<file path="config.mk">
export PLATFORM = sky130hd
export DESIGN_NAME = nand_2x1
export DESIGN_NICKNAME = d
export VERILOG_FILES = /design/src/rtl/nand_2x1.sv
export SDC_FILE = /design/constraint.sdc
export NUM_CORES = 1
export LEC_CHECK = 0
export CAP_MARGIN = 20
export CORE_MARGIN = 2
export CORE_UTILIZATION = 44
export CTS_CLUSTER_DIAMETER = 150
export CTS_CLUSTER_SIZE = 14
export DETAILED_ROUTE_END_ITERATION = 6
export GPL_TIMING_DRIVEN = 0
export HOLD_SLACK_MARGIN = 0.12
export PLACE_DENSITY = 0.75
export SYNTH_ARGS = -nofsm -noshare
export SYNTH_HDL_FRONTEND = slang
export SYNTH_SLANG_ARGS = --single-unit
export TNS_END_PERCENT = 30
</file>
<file path="constraint.sdc">
create_clock -name clk -period 2 [get_ports clk]
set_input_delay 0.4 -clock clk [delete_from_list [all_inputs] [get_ports clk]]
set_output_delay 0.4 -clock clk [all_outputs]
set_load 0.03 [all_outputs]
</file>
<file path="src/rtl/nand_2x1.sv">
// Bitwise 2-input NAND with a combinational output, a registered copy,
// sticky lane-0 input coverage flags and a saturating output-toggle counter.
module nand_2x1 #(
  parameter int WIDTH = 1,
  parameter int CNT_W = 8
) (
  input  logic             clk,
  input  logic             rst,
  input  logic [WIDTH-1:0] a,
  input  logic [WIDTH-1:0] b,
  output logic [WIDTH-1:0] out,
  output logic [WIDTH-1:0] out_q,
  output logic [3:0]       cov,
  output logic [CNT_W-1:0] toggle_cnt
);

  localparam logic [CNT_W-1:0] CNT_MAX = '1;

  logic [WIDTH-1:0] nand_d;
  logic             toggle;

  assign nand_d = ~(a & b);
  assign out    = nand_d;

  // A toggle is the registered value about to change on this edge.
  assign toggle = (nand_d != out_q);

  // NOTE: state registers use non-blocking assignments so every flop samples
  // the pre-edge values of its neighbours, independent of statement order.
  always_ff @(posedge clk) begin
    if (rst) begin
      out_q      <= '1;
      cov        <= 4'b0000;
      toggle_cnt <= '0;
    end else begin
      out_q              <= nand_d;
      cov[{a[0], b[0]}]  <= 1'b1;
      if (toggle && (toggle_cnt != CNT_MAX)) begin
        toggle_cnt <= toggle_cnt + 1'b1;
      end
    end
  end

endmodule

</file>
==> run_results.csv, run 1 <==
group,metric,value,unit
critical_path,slowest_delay,0.36,ns
detailed_routing,first_pass_iters,4,
sta,setup_viol,0,
detailed_routing,wl_met1,594,um
critical_path,cp.depth,5,
detailed_routing,wl_per_cell,11.47,um
layout,nFillCells,110,
sta,fin_crit_sh,92.61,%
logic_synthesis,netlist_area,603.1,um^2
sta,max_freq,0.5399,GHz
sta,grt_setup_unrepaired,"false",
logic_synthesis,synth.largest_area_cell,"dfxtp_1",
logic_synthesis,synth.area.top_cells,"dfxtp_1 43%, nor2_1 5.6%, a21oi_1 5.0%, nor2b_1 4.1%, mux2_1 3.7%",
critical_path,crit_path_end_kind,"register",
logic_synthesis,synth.net_count,72,
clock_network,clockBufferDepth,2,
critical_path,worst-path-buf-inv,0,
critical_path,cp.arrival,2.02,ns
global_routing,grt-ovfl-total,0,
clock_network,cts_setup_buffers,0,
detailed_routing,drt_wl_total,1181,um
logic_synthesis,synthXorXnorAreaFrac,1.452,%
logic_synthesis,synthCells,67,
worst_hold_path,hp-class,"register to register",
detailed_routing,drtIter0Drc,3,
sta,fin_crit,1.852,ns
layout,finalNonFillerCells,103,
detailed_routing,postRouteAntennaNets,0,
detailed_routing,viasPerCell,5.184,
critical_path,endpoint,"toggle_cnt[5]",
floorplan,initial_core_util,46.93,%
logic_synthesis,synth_fa_ha_area_share,2.075,%
critical_path,rrSetupSlack,0.15,ns
clock_network,cts-root-buf,"clkbuf_4",
pwr,peakVddDrop,0.3858,mV
layout,final_common_cell,"clkdlybuf4s50_1",
sta,hold_viol,0,
critical_path,start_kind,"register",
critical_path,critPathKind,"register to register",
critical_path,worstSetupStartpoint,"toggle_cnt[0]",
floorplan,io_pins,18,
clock_network,htree_levels,1,
critical_path,crit_fanout,5,
clock_network,cts_made_buffers,3,
logic_synthesis,ys_seq_area_share,43.15,%
logic_synthesis,synth_compound_area_share,16.60,%
critical_path,reg2reg_depth,5,
logic_synthesis,synthMuxAreaShare,5.394,%
logic_synthesis,ys_warn_count,0,
pwr,p_total,0.5369,mW
place,numPortBuffers,17,
pwr,powerDensity,656.1,mW/mm^2
logic_synthesis,synth_top_area_share,43.15,%
clock_network,clk_pin_slew,0.09,ns
detailed_routing,met2WireLength,523,um
floorplan,fp.dieW,41.02,um
layout,antennaDiodeCount,0,
sta,max_slew_margin,69.87,%
global_routing,grt_start_max_net_pins,11,
critical_path,cp_data_required_time,2.17,ns
clock_network,cts.repair.resized,1,
clock_network,clkLatencyLatePin,0.28,ns
clock_network,ctsHoldBuffers,0,
global_routing,track_usage,17.49,%
run_status,status,"completed",
layout,drive_gt1_share,9.091,%
clock_network,cts_tree,"done",
floorplan,die_h,41.02,um
global_routing,grt_pass1_vias,399,
place,routabilityCongestion,0.7244,
critical_path,crit_chain,"ha_1, and4_1, a211oi_4, nor2b_1, mux2_1",
global_routing,grt_pass1_wl,1814,um
floorplan,row_count,13,
logic_synthesis,ys_types,29,
logic_synthesis,synthSimpleGateAreaFrac,27.59,%
layout,layout.nets,94,
floorplan,dieArea,0.001683,mm^2
sta,slew_viol_final,0,
floorplan,core,0.001285,mm^2
logic_synthesis,synth_top_family_by_area,"simple AND/OR/NAND/NOR gates",
layout,syn_to_final_growth,35.68,%
critical_path,timing.rr.end,"toggle_cnt[5]",
critical_path,crit_family,"simple AND/OR/NAND/NOR gates",
clock_network,clkSinkCount,13,
layout,final_cell_mix,"16 x clkdlybuf4s50_1, 13 x dfxtp_1, 9 x nor2_1, 6 x a21oi_1, 5 x inv_1",
pwr,leakagePower,0.3174,nW
detailed_routing,highest_layer,"met4",
place,dp_cells,99,
place,place_hpwl,843.1,um
flow_run,maxCapViolations,0,
layout,postLayoutCoreUtil,63.68,%
logic_synthesis,ys_seq_elements,13,
detailed_routing,wl_met3,52,um
sta,tightest_slew,0.4519,ns
critical_path,crit_path_top_delay_cell,"dfxtp_1",
logic_synthesis,postSynthAreaPerCell,9.001,um^2
global_routing,antenna_found_initial,0,
critical_path,r2r_start,"toggle_cnt[0]",
detailed_routing,drc,0,
detailed_routing,vias,534,
sta,fin_skew,0.005129,ns
-- layout make-up --
class,count,area [um^2],share of cell area [%]
tap,15,18.77,2.294
sequential,13,260.3,31.80
timing repair buffer,17,168.9,20.64
multi-input combinational,48,320.3,39.14
clock inverter,1,5.005,0.6116
inverter,5,18.77,2.294
clock buffer,3,22.52,2.752
buffer,1,3.754,0.4587
-- worst register-to-register path: cells and delay by family, from the launching register on --
kind / cells / cell delay, ns
DFF: 1 / 0.36
adders and majority gates: 1 / 0.25
AOI/OAI and AO/OA: 1 / 0.36
muxes: 1 / 0.32
and+or+nand+nor: 2 / 0.46
-- flip-flops by register name, indices dropped and copies added, names as in the netlist --
signal and count:
out_q 1, cov 4, toggle_cnt 8
-- where the power goes --
part | internal, mW | switching (mW)
registers | 0.269 | 0.00898
logic | 0.0407 | 0.0522
clock network | 0.0742 | 0.0916
-- synthesized netlist by cell type --
cell	n
nand3_1	2
or2_4	1
o21a_1	1
nor2_1	9
a211oi_4	1
ha_1	1
a311oi_1	1
nor3_1	1
and3b_4	1
nand2_1	3
inv_1	5
nand4_1	1
a21oi_1	6
a21boi_2	1
a21boi_1	1
nor3b_1	1
a31oi_1	1
mux2i_1	1
and3_1	3
or3_1	1
nand2b_1	1
mux2_1	2
nor2b_1	4
nor4_1	1
o41ai_1	1
clkbuf_1	1
dfxtp_1	13
and4_1	1
xnor2_1	1
-- through the flow --
stage	worst slack [ns]	cell area [um^2]	TNS (ns)	hold slack [ns]
after floorplan	0.1570	603.1	0	0.4718
after global placement	-0.1245	792.0	-0.3279	0.4493
after detailed placement	-0.1421	792.0	-0.3735	0.4620
after CTS	0.1401	818.3	0	0.4874
after global routing	0.07604	818.3	0	0.5233
final	0.1479	818.3	0	0.4815
-- logic make-up (layout without fill, tap and decap cells) --
family / after synthesis / after routing
fa+ha+maj: 1 / 1
buf+inv: 6 / 27
flops: 13 / 13
compound gates: 13 / 13
simple gates: 30 / 30
xor+xnor: 1 / 1
mux: 3 / 3
-- how the worst min path moves through the flow --
stage               slack [ns]     end  cells past startpoint  startpoint
global route              0.52  cov[0]                      2      cov[0]
detailed placement        0.46  cov[1]                      2      cov[1]
floorplan                 0.47   out_q                      1           b
global placement          0.45  cov[2]                      2      cov[2]
CTS                       0.49  cov[3]                      2      cov[3]
finish                    0.48  cov[3]                      2      cov[3]
-- metal layers --
layer	global-route usage [%]	up-vias
met3	4.891	2
met2	24.61	11
met1	22.52	244
met4	12.50	0
li1	-	277
met5	0	-
Note: power is estimated with default switching activity, not from simulation.
==> run 2, diff against run 1 <==
--- a/config.mk
+++ b/config.mk
@@ -5,7 +5,7 @@
 export SDC_FILE = /design/constraint.sdc
 export NUM_CORES = 1
 export LEC_CHECK = 0
-export CAP_MARGIN = 20
+export CAP_MARGIN = 15
 export CORE_MARGIN = 2
 export CORE_UTILIZATION = 44
 export CTS_CLUSTER_DIAMETER = 150
==> results of run 2 <==
No change in the layout: final DEF, timing and power equal those of run 1.
==> run 3, diff against run 2 <==
--- a/config.mk
+++ b/config.mk
@@ -12,9 +12,9 @@
 export CTS_CLUSTER_SIZE = 14
 export DETAILED_ROUTE_END_ITERATION = 6
 export GPL_TIMING_DRIVEN = 0
-export HOLD_SLACK_MARGIN = 0.12
+export HOLD_SLACK_MARGIN = 0.03
 export PLACE_DENSITY = 0.75
+export SKIP_CTS_REPAIR_TIMING = 1
 export SYNTH_ARGS = -nofsm -noshare
 export SYNTH_HDL_FRONTEND = slang
 export SYNTH_SLANG_ARGS = --single-unit
-export TNS_END_PERCENT = 30
==> run_results.csv, run 3 (synthesis results as in run 1) <==
group,metric,value,unit
layout,top_regs,"toggle_cnt: 8 flops, cov: 4 flops, out_q: 1 flops",
sta,max_freq,0.5399,GHz
detailed_routing,drc,0,
global_routing,grt-ovfl-total,0,
detailed_routing,wl_per_cell,11.49,um
sta,slew_viol_final,0,
sta,fin_skew,0.005129,ns
critical_path,critPathKind,"register to register",
floorplan,row_count,13,
critical_path,slowest_delay,0.36,ns
clock_network,clk_pin_slew,0.09,ns
floorplan,fp.dieW,41.02,um
clock_network,htree_levels,1,
pwr,powerDensity,653.8,mW/mm^2
detailed_routing,viasPerCell,5.184,
sta,hold_ws,0.4815,ns
floorplan,die_h,41.02,um
layout,postLayoutCoreUtil,63.97,%
pwr,combPwrFrac,17.4,%
sta,fin_crit,1.852,ns
detailed_routing,drtIter0Drc,3,
critical_path,cp_data_required_time,2.17,ns
place,place_hpwl,843.1,um
clock_network,clockBufferDepth,2,
detailed_routing,vias,534,
critical_path,crit_path_top_delay_cell,"dfxtp_1",
clock_network,cts-root-buf,"clkbuf_4",
place,pre_cts_ws,-0.1421,ns
critical_path,crit_chain,"ha_1, and4_1, a211oi_4, nor2b_1, mux2_1",
global_routing,track_usage,17.49,%
global_routing,grt_pass1_vias,399,
pwr,switchingPower,0.1528,mW
place,routabilityCongestion,0.7244,
sta,hold_viol,0,
clock_network,clkSinkCount,13,
detailed_routing,drt_wl_total,1183,um
sta,max_slew_margin,69.87,%
sta,tightest_slew,0.4519,ns
critical_path,crit_path_end_kind,"register",
global_routing,grt_start_max_net_pins,11,
pwr,pwr-share-clk,30.9,%
floorplan,io_pins,18,
sta,fin_crit_sh,92.61,%
critical_path,worst-path-buf-inv,0,
flow_run,maxCapViolations,0,
pwr,internal_power,0.3846,mW
run_status,status,"completed",
floorplan,initial_core_util,46.93,%
clock_network,cts_made_buffers,3,
floorplan,dieArea,0.001683,mm^2
clock_network,clkLatencyLatePin,0.28,ns
pwr,switching_share,28.44,%
pwr,p_seq_share,51.7,%
sta,grt_setup_unrepaired,"false",
layout,largest_reg_flops,8,
pwr,peakVddDrop,0.3859,mV
layout,drive_gt1_share,9.091,%
layout,largest_register,"toggle_cnt",
clock_network,cts_tree,"done",
layout,antennaDiodeCount,0,
sta,finalWorstSetupSlack,0.1479,ns
global_routing,grt_pass1_wl,1814,um
layout,layout.nets,94,
floorplan,core,0.001285,mm^2
layout,final_common_cell,"clkdlybuf4s50_1",
global_routing,antenna_found_initial,0,
critical_path,cp.arrival,2.02,ns
detailed_routing,first_pass_iters,4,
layout,final_cell_mix,"16 x clkdlybuf4s50_1, 13 x dfxtp_1, 9 x nor2_1, 6 x a21oi_1, 5 x inv_1",
place,numPortBuffers,17,
critical_path,start_kind,"register",
sta,setup_viol,0,
layout,syn_to_final_growth,36.31,%
worst_hold_path,hp-class,"register to register",
critical_path,crit_family,"simple AND/OR/NAND/NOR gates",
critical_path,crit_fanout,5,
pwr,leakagePower,0.3221,nW
detailed_routing,postRouteAntennaNets,0,
==> run 3: through the flow <==
stage                     instance area (um^2)  std cells  TNS (ns)  total power [mW]
after global placement                   792.0         99   -0.3279            0.3762
after detailed placement                 792.0         99   -0.3735            0.3776
after global routing                     822.0        103         0            0.5650
final                                    822.0        103         0            0.5375
after floorplan                          603.1         67         0            0.3387
after CTS                                819.5        103   -0.1156            0.5426
==> run 3: power by group through the flow <==
stage	Combinational, mW	Sequential [mW]	Clock (mW)
3_5_place_dp	0.0941	0.283	0
2_1_floorplan	0.0356	0.303	0
5_1_grt	0.102	0.279	0.184
3_3_place_gp	0.0930	0.283	0
4_1_cts	0.0946	0.278	0.170
6_report	0.0935	0.278	0.166
==> run 3: final cells by class <==
| type | count | area (um^2) |
|---|---|---|
| inverter | 5 | 18.77 |
| timing repair buffer | 17 | 172.7 |
| tap | 15 | 18.77 |
| multi-input combinational | 48 | 320.3 |
| buffer | 1 | 3.754 |
| fill | 111 | 462.9 |
| clock buffer | 3 | 22.52 |
| clock inverter | 1 | 5.005 |
| sequential | 13 | 260.3 |
==> run 3: worst reg2reg max path: cells and delay by family, from the launching register on <==
| family | cells | cell delay [ns] |
|---|---|---|
| compound gates | 1 | 0.36 |
| mux | 1 | 0.32 |
| simple gates | 2 | 0.46 |
| flops | 1 | 0.36 |
| fa+ha+maj | 1 | 0.25 |
==> run 3: path summary, 6_finish.rpt <==
| check | start | to | slack, ns | depth (start not counted) |
|---|---|---|---|---|
| setup / recovery | toggle_cnt[0] | toggle_cnt[5] | 0.15 | 5 |
| hold / removal | cov[3] | cov[3] | 0.48 | 2 |
| setup reg to reg | toggle_cnt[0] | toggle_cnt[5] | 0.15 | 5 |
| hold reg to reg | cov[3] | cov[3] | 0.48 | 2 |
==> run 3: per-layer routing <==
layer / part of all wire [%] / global-route usage, % / vias up
met3: 4.4 / 4.891 / 2
met1: 50 / 22.52 / 244
met5: 0 / 0 / -
met4: 0.93 / 12.50 / 0
li1: - / - / 277
met2: 44 / 24.61 / 11
